<file path="src/rtl/piano_pkg.sv">
// rtl/piano_pkg.sv - shared note indices, half-period table and FSM state type for the tone generator
package piano_pkg;

   localparam int NUM_NOTES     = 8;
   localparam int CNT_W_DEFAULT = 17;

   localparam logic [2:0] NOTE_C  = 3'd0;
   localparam logic [2:0] NOTE_D  = 3'd1;
   localparam logic [2:0] NOTE_E  = 3'd2;
   localparam logic [2:0] NOTE_F  = 3'd3;
   localparam logic [2:0] NOTE_G  = 3'd4;
   localparam logic [2:0] NOTE_A  = 3'd5;
   localparam logic [2:0] NOTE_B  = 3'd6;
   localparam logic [2:0] NOTE_C2 = 3'd7;

   // Half-period in 50 MHz clocks, C4 up to C5
   localparam int unsigned HP_TABLE [NUM_NOTES] = '{
      95556, 85131, 75843, 71586, 63776, 56818, 50619, 47778
   };

   typedef enum logic {
      IDLE = 1'b0,
      PLAY = 1'b1
   } state_t;

endpackage

</file>
<file path="src/rtl/note_prio_enc.sv">
// rtl/note_prio_enc.sv - highest-set-bit encoder selecting the highest-pitch active note
module note_prio_enc
   import piano_pkg::*;
(
   input  logic [NUM_NOTES-1:0] en,
   output logic [2:0]           sel,
   output logic                 any_en
);

   always_comb begin
      sel = '0;
      for (int i = 0; i < NUM_NOTES; i++) begin
         if (en[i]) sel = 3'(i);
      end
   end

   assign any_en = |en;

endmodule

</file>
<file path="src/rtl/note_tone_gen.sv">
// rtl/note_tone_gen.sv - single-voice square-wave generator; pitch and stop changes land only on half-period boundaries
module note_tone_gen
   import piano_pkg::*;
#(
   parameter int SIM_SHIFT = 0,
   parameter int CNT_W     = CNT_W_DEFAULT
) (
   input  logic                 clk,
   input  logic                 rst,
   input  logic [NUM_NOTES-1:0] note_en,
   output logic                 audio_out,
   output logic                 playing,
   output logic [2:0]           note_idx
);

   logic [NUM_NOTES-1:0] sync1_q, sync1_d;
   logic [NUM_NOTES-1:0] sync2_q, sync2_d;
   state_t               state_q, state_d;
   logic                 audio_q, audio_d;
   logic                 playing_q, playing_d;
   logic [2:0]           idx_q, idx_d;
   logic [CNT_W-1:0]     cnt_q, cnt_d;
   logic [CNT_W-1:0]     hp_m1;
   logic [2:0]           sel;
   logic                 any_en;

   // Tiny SIM_SHIFT-scaled values are clamped so a half is never shorter than 2 clocks
   function automatic logic [CNT_W-1:0] half_period(input logic [2:0] i);
      logic [CNT_W-1:0] v;
      v = CNT_W'(HP_TABLE[i] >> SIM_SHIFT);
      if (v < CNT_W'(2)) v = CNT_W'(2);
      return v;
   endfunction

   note_prio_enc u_prio (
      .en     (sync2_q),
      .sel    (sel),
      .any_en (any_en)
   );

   always_comb begin
      sync1_d = note_en;
      sync2_d = sync1_q;
      state_d = state_q;
      audio_d = audio_q;
      idx_d   = idx_q;
      cnt_d   = cnt_q;
      hp_m1   = half_period(sel) - CNT_W'(1);
      case (state_q)
         IDLE: begin
            audio_d = 1'b0;
            if (any_en) begin
               state_d = PLAY;
               audio_d = 1'b1;
               idx_d   = sel;
               cnt_d   = hp_m1;
            end
         end
         PLAY: begin
            if (cnt_q == '0) begin
               if (any_en) begin
                  audio_d = ~audio_q;
                  idx_d   = sel;
                  cnt_d   = hp_m1;
               end else begin
                  audio_d = 1'b0;
                  state_d = IDLE;
               end
            end else begin
               cnt_d = cnt_q - CNT_W'(1);
            end
         end
         default: state_d = IDLE;
      endcase
      playing_d = (state_d == PLAY);
   end

   always_ff @(posedge clk or posedge rst) begin
      if (rst) begin
         sync1_q   <= '0;
         sync2_q   <= '0;
         state_q   <= IDLE;
         audio_q   <= 1'b0;
         playing_q <= 1'b0;
         idx_q     <= '0;
         cnt_q     <= '0;
      end else begin
         sync1_q   <= sync1_d;
         sync2_q   <= sync2_d;
         state_q   <= state_d;
         audio_q   <= audio_d;
         playing_q <= playing_d;
         idx_q     <= idx_d;
         cnt_q     <= cnt_d;
      end
   end

   assign audio_out = audio_q;
   assign playing   = playing_q;
   assign note_idx  = idx_q;

endmodule

</file>
<file path="config.mk">
export PLATFORM = sky130hd
export DESIGN_NAME = note_tone_gen
export DESIGN_NICKNAME = d
export VERILOG_FILES = /design/src/rtl/piano_pkg.sv /design/src/rtl/note_prio_enc.sv /design/src/rtl/note_tone_gen.sv
export SDC_FILE = /design/constraint.sdc
export NUM_CORES = 1
export LEC_CHECK = 0
export CAP_MARGIN = 20
export CORE_ASPECT_RATIO = 0.7
export CORE_MARGIN = 1.5
export CORE_UTILIZATION = 50
export DETAILED_ROUTE_END_ITERATION = 10
export DONT_BUFFER_PORTS = 1
export GPL_ROUTABILITY_DRIVEN = 0
export SYNTH_ARGS = -nofsm -noshare
export SYNTH_HDL_FRONTEND = slang
export SYNTH_HIERARCHICAL = 1
export SYNTH_SLANG_ARGS = --single-unit
</file>
<file path="constraint.sdc">
create_clock -name clk -period 4.33 [get_ports clk]
set_input_delay 0.2165 -clock clk [delete_from_list [all_inputs] [get_ports clk]]
set_output_delay 0.2165 -clock clk [all_outputs]
set_load 0.05 [all_outputs]
</file>
# ---- After elaboration in Yosys (flattened, before gate mapping)
# Memories as Yosys holds them, arrays and structs flattened.
# Index checks and enable logic that the tools add are counted.
dict set report word_totals {
  regBits 38
  latchBits 0
  mem_bits_rw 0
  rom_bits 256
  in_bits 10
  output_inout_bits 5
  wordCells 39
  n_memories 1
}
# memory words word_bits rd rd_ports_with_merged_regs wr line_no
set mem_list {}
lappend mem_list {{(no name shown)} 8 32 1 0 0 note_tone_gen.sv:30} ;# v = CNT_W'(HP_TABLE[i] >> SIM_SHIFT);
dict set report classes {
  n_addsub 2
  mul 0
  n_div 0
  magnitude_cmp 2
  n_eq_ne 1
  n_shift 0
  muxes 22
  bitwise_logic 3
  n_reduce_logical 2
}
# op count
set ops {}
lappend ops {{17-bit 2-to-1 mux} 5}
lappend ops {{17-bit one-hot mux with 2 select lines} 1}
lappend ops {{17-bit by 1-bit subtractor with 17-bit output, second input constant} 2}
lappend ops {{3-bit 2-to-1 mux} 6}
lappend ops {{17-bit logical NOT} 1}
lappend ops {{17-bit by 2-bit < comparator with 1-bit output, second input constant} 1}
lappend ops {{8-bit OR reduction} 1}
lappend ops {{3-bit one-hot mux with 2 select lines} 1}
lappend ops {{1-bit 2-to-1 mux} 5}
lappend ops {{4-bit >= comparator, second input constant} 1}
lappend ops {{2-bit 2-to-1 mux} 2}
lappend ops {{3-bit inverter with 4-bit output} 1}
lappend ops {{1-bit one-hot mux with 2 select lines} 2}
lappend ops {{2-bit by 1-bit inequality test with 1-bit output, second input constant} 1}
lappend ops {{1-bit inverter} 2}

# ---- Logic depth before layout (Yosys ltp)
dict set report logic_depth {
  word_depth 17
  depth_mapped 13
  mapped_depth_nobuf 12
}

# ---- Hierarchy
# Netlist, hierarchy kept.
# mod n_inst cells_each area_each_um2 seq_area_each_um2
set modules_own_cells {}
lappend modules_own_cells {note_tone_gen 1 203 2099.5 950.9}
lappend modules_own_cells {note_prio_enc 1 12 66.3 0.0}

# ---- Worst setup path after synthesis
# Ideal clock, no wire load.
dict set report synth_timing {
  kind {reg-to-reg}
  start {reg sync2_q[4]}
  end {reg cnt_q[6]}
  arrival_time_ns 2.870
  path_slack_ns 1.315
  path_stages_with_launch 12
  n_path_buf 1
  synth_period_minus_slack_ns 3.015
  cell_sequence {dfrtp_1 o31ai_1 inv_1 ha_1 clkbuf_1 nor2b_1 a21oi_1 ha_1 nor4b_1 o32a_1 mux2i_1 a32oi_1}
}
dict set report synth_between {
  elab_chain_len 14
  elab_cells_between_ends 15
  classes_between {1 x add/sub; 1 x order compare; 10 x mux; 1 x bitwise; 1 x reduce/logical; 1 x memory}
}
# item line_no
set synth_rtl {}
lappend synth_rtl {{start, declared} note_tone_gen.sv:17} ;# logic [NUM_NOTES-1:0] sync2_q, sync2_d;
lappend synth_rtl {{start signal, assigned} note_tone_gen.sv:89} ;# sync2_q <= sync2_d;
lappend synth_rtl {{3-bit 2-to-1 mux * (4 in a row)} note_prio_enc.sv:13} ;# if (en[i]) sel = 3'(i);
lappend synth_rtl {{net sel[1]} note_tone_gen.sv:24} ;# logic [2:0] sel;
lappend synth_rtl {{3-bit inverter with 4-bit output (not written as such) *} note_tone_gen.sv:30}
lappend synth_rtl {{memory 8 x 32 bit *} -}
lappend synth_rtl {{17-bit 2-to-1 mux (not written as such) * (2 in a row)} note_tone_gen.sv:30}
lappend synth_rtl {{17-bit by 2-bit < comparator with 1-bit output} note_tone_gen.sv:31} ;# if (v < CNT_W'(2)) v = CNT_W'(2);
lappend synth_rtl {{17-bit 2-to-1 mux *} note_tone_gen.sv:31}
lappend synth_rtl {{17-bit by 1-bit subtractor with 17-bit output *} note_tone_gen.sv:48} ;# hp_m1 = half_period(sel) - CNT_W'(1);
lappend synth_rtl {{17-bit 2-to-1 mux *} {note_tone_gen.sv:52, note_tone_gen.sv:61}}
lappend synth_rtl {{17-bit 2-to-1 mux} note_tone_gen.sv:60} ;# if (cnt_q == '0) begin
lappend synth_rtl {{17-bit one-hot mux with 2 select lines *} note_tone_gen.sv:49} ;# case (state_q)
lappend synth_rtl {{net cnt_d[6]} note_tone_gen.sv:22} ;# logic [CNT_W-1:0] cnt_q, cnt_d;
lappend synth_rtl {{end signal, assigned} note_tone_gen.sv:94} ;# cnt_q <= cnt_d;
lappend synth_rtl {{end, declared} note_tone_gen.sv:22}
# Mark *: on every way through the listed nets, which the timed path passes. The rest lies on a longest branch. The select of a mux whose other input is x is not followed.
# A chain may end at the register's enable or synchronous reset.

# ---- Worst setup path after layout
# Same ends and word-level chain as after synthesis.

==> impl_metrics.ini <==
[clock_tree]
cts_made_buffers = 5
clk_pin_slew_ns = 0.08
clkSinkCount = 38
cts_resized = 0
clockRootBuffer = clkbuf_8
cts_buffer_depth = 2
clk_latency_ns = 0.30
cts_tree = done
htreeDepth = 2
post-cts-setup-buffers = 0

[power]
vdd.ir_drop.worst_mv = 0.301
p_int_mw = 0.787
clkPwrFrac = 0.332
power_leakage_nw = 1.05
p_seq_frac = 0.456
swShare = 0.307
comb_power_share = 0.211
power_switching_mw = 0.348
powerDensity_nw_per_um2 = 466
power_mw = 1.13

[die]
rows = 19
ioPinCount = 15
die_area_um2 = 4740
die_y_um = 58.1
start_util = 0.536
core-area_um2 = 4040
die_x_um = 81.7

[sta]
worst_pin_slew_ns = 0.977
post-route-period-util = 0.795
setup_violations = 0
slew_headroom = 0.349
final.setup.tns_ns = 0
rsz0062_at_grt = false
fmax_ghz = 0.291
fin_crit_ns = 3.44
maxSlewViolCount = 0
skew_ns = 0.00578
hold_ws_ns = 0.347
hold_violations = 0

[synthesis]
seq_area_frac_synth = 0.439
ys.flop_type = dfrtp_1
syn-cell-area_um2 = 2170
yosys_warnings = 6
synth_edf_count = 0
synthCells = 215
syn_area_per_cell_um2 = 10.1
yosys.area.top_type = dfrtp_1
ys_seq_elements = 38
synth_top_area_frac = 0.439
syn-num-nets = 234
synth.area.top_cells = dfrtp_1 (44%), ha_1 (5.2%), nand2_1 (3.3%)
async_flop_share = 1.00
synth.distinct_cells = 61

[detailed_routing]
firstDrtPassIters = 5
drtAntennaViolNets = 0
vias_per_cell = 6.11
avgRoutedWirePerCell_um = 17.7
num_vias = 1681
drt_iter0_drc = 143
drcViolationCount = 0
totalWireLength_um = 4860

[grt]
grt_util_all_layers = 0.238
grt_pass1_vias = 1590
grt_pass1_wl_um = 8170
grt-ovfl-total = 0
antenna_found_initial = 0
grt_max_degree = 39

[job]
maxCapViolCount = 0

[cells_and_area]
num_antenna_cells = 0
nets = 241
drive_gt1_frac = 0.117
area_growth_syn_to_layout_pct = 12.4

[setup_path]
cp_cell_sequence = o31ai_1, inv_1, ha_1, nor2b_1, a21oi_1, ha_1, nor4b_1, o32a_1, mux2i_1, a32oi_1
worstPathArrival_ns = 3.57
end_kind = flip-flop
max_stage_delay_ns = 0.81
cp_data_required_time_ns = 4.46
critPathKind = flip-flop to flip-flop
start_kind = flip-flop
path_common_cell = ha_1
cp_max_fo = 9
critical_path.slowest_cell = o31ai_1

[min_path]
hold_path.class = flip-flop to flip-flop

[place]
hpwlAfterDp_um = 3360
io_buffers = 0

[outcome]
status = complete, no violations
==> cell usage in the layout (no fill, tap or decap), drive strengths merged, types with 4 or more instances in the layout <==
cell type    count
mux2             5
nor2            13
nor4             4
dlygate4sd3      9
dfrtp           38
a21oi            9
mux2i            4
o211ai           4
inv             11
nand3            7
clkbuf           6
o21ai           15
nor2b            4
nand2           19
o31ai            5
ha               9
nor3             4
==> state kept, by name, indices dropped and copies added (netlist names) <==
register   count
playing        1
note_idx       3
cnt_q         17
sync1_q        8
audio_out      1
sync2_q        8
==> per-layer routing <==
layer	part of all wire	track usage
met4	0.021	0.0993
met1	0.48	0.353
met3	0.088	0.0677
met5	0	0
met2	0.41	0.322
==> cells by family (layout without fill, tap and decap cells) <==
family | after synthesis | count (layout) | synth area share
AOI/OAI and AO/OA | 61 | 61 | 0.203
buffers and inverters | 22 | 30 | 0.0393
and+or+nand+nor | 71 | 71 | 0.202
xor gates and xnor gates | 5 | 5 | 0.0202
adders and majority gates | 9 | 9 | 0.0520
muxes | 9 | 9 | 0.0445
DFF | 38 | 38 | 0.439
==> stage by stage <==
stage	instances	area [um^2]	util	setup WS (ns)
after floorplan	215	2170	-	1.32
after global placement	258	2200	0.545	1.15
after detailed placement	258	2200	0.545	0.913
after CTS	275	2430	0.602	0.922
after global routing	275	2430	0.602	0.563
final	275	2430	0.602	0.888
==> area by class of cell <==
class / count / area, um^2
flip-flops and latches: 38 / 951
fillers: 347 / 1610
well taps: 52 / 65.1
clock buffers: 6 / 82.6
multi-input cells: 155 / 1130
inverters: 11 / 41.3
repair buffers: 11 / 105
clock inverters: 2 / 60.1
==> final timing paths <==
kind,start,endpoint,slack [ns],cells after the start
min in group asynchronous,rst,cnt_q[1],0.48,3
max reg2reg,sync2_q[4],cnt_q[6],0.89,10
min reg2reg,sync1_q[4],sync2_q[4],0.35,0
max,sync2_q[4],cnt_q[6],0.89,10
max in group asynchronous,rst,cnt_q[7],3.52,3
min,sync1_q[4],sync2_q[4],0.35,0
==> cells in the mapped netlist, drive strengths merged, types with 3 or more instances <==
master and count:
clkbuf 9, xnor2 3, nor2b 4, nor3 4, nor4 4, mux2 5
ha 9, o21ai 15, mux2i 4, a21o 3, nor2 13, nand3 7
inv 11, a21oi 9, nand2 19, nor3b 3, o211ai 4, o31ai 5
dfrtp 38
==> power by group through the flow <==
stage	Combinational (mW)	Clock [mW]	Sequential, mW
finish	0.240	0.377	0.518
global route	0.272	0.399	0.531
CTS	0.240	0.383	0.517
detailed placement	0.232	0	0.524
global placement	0.224	0	0.520
floorplan	0.196	0	0.503
==> what timing repair did <==
action	in CTS	in global routing
hold buffers	9	0
endpoints found under the setup margin	0	0
hold endpoints to repair	46	0
==> critical path: cells and delay by family (launching register included) <==
family / cells / cell delay [ns]
DFF: 1 / 0.40
and+or+nand+nor: 2 / 0.42
buffers and inverters: 1 / 0.24
muxes: 1 / 0.13
AOI/OAI and AO/OA: 4 / 1.28
adders and majority gates: 2 / 0.79
No activity file was read; power rests on OpenSTA's default activity.
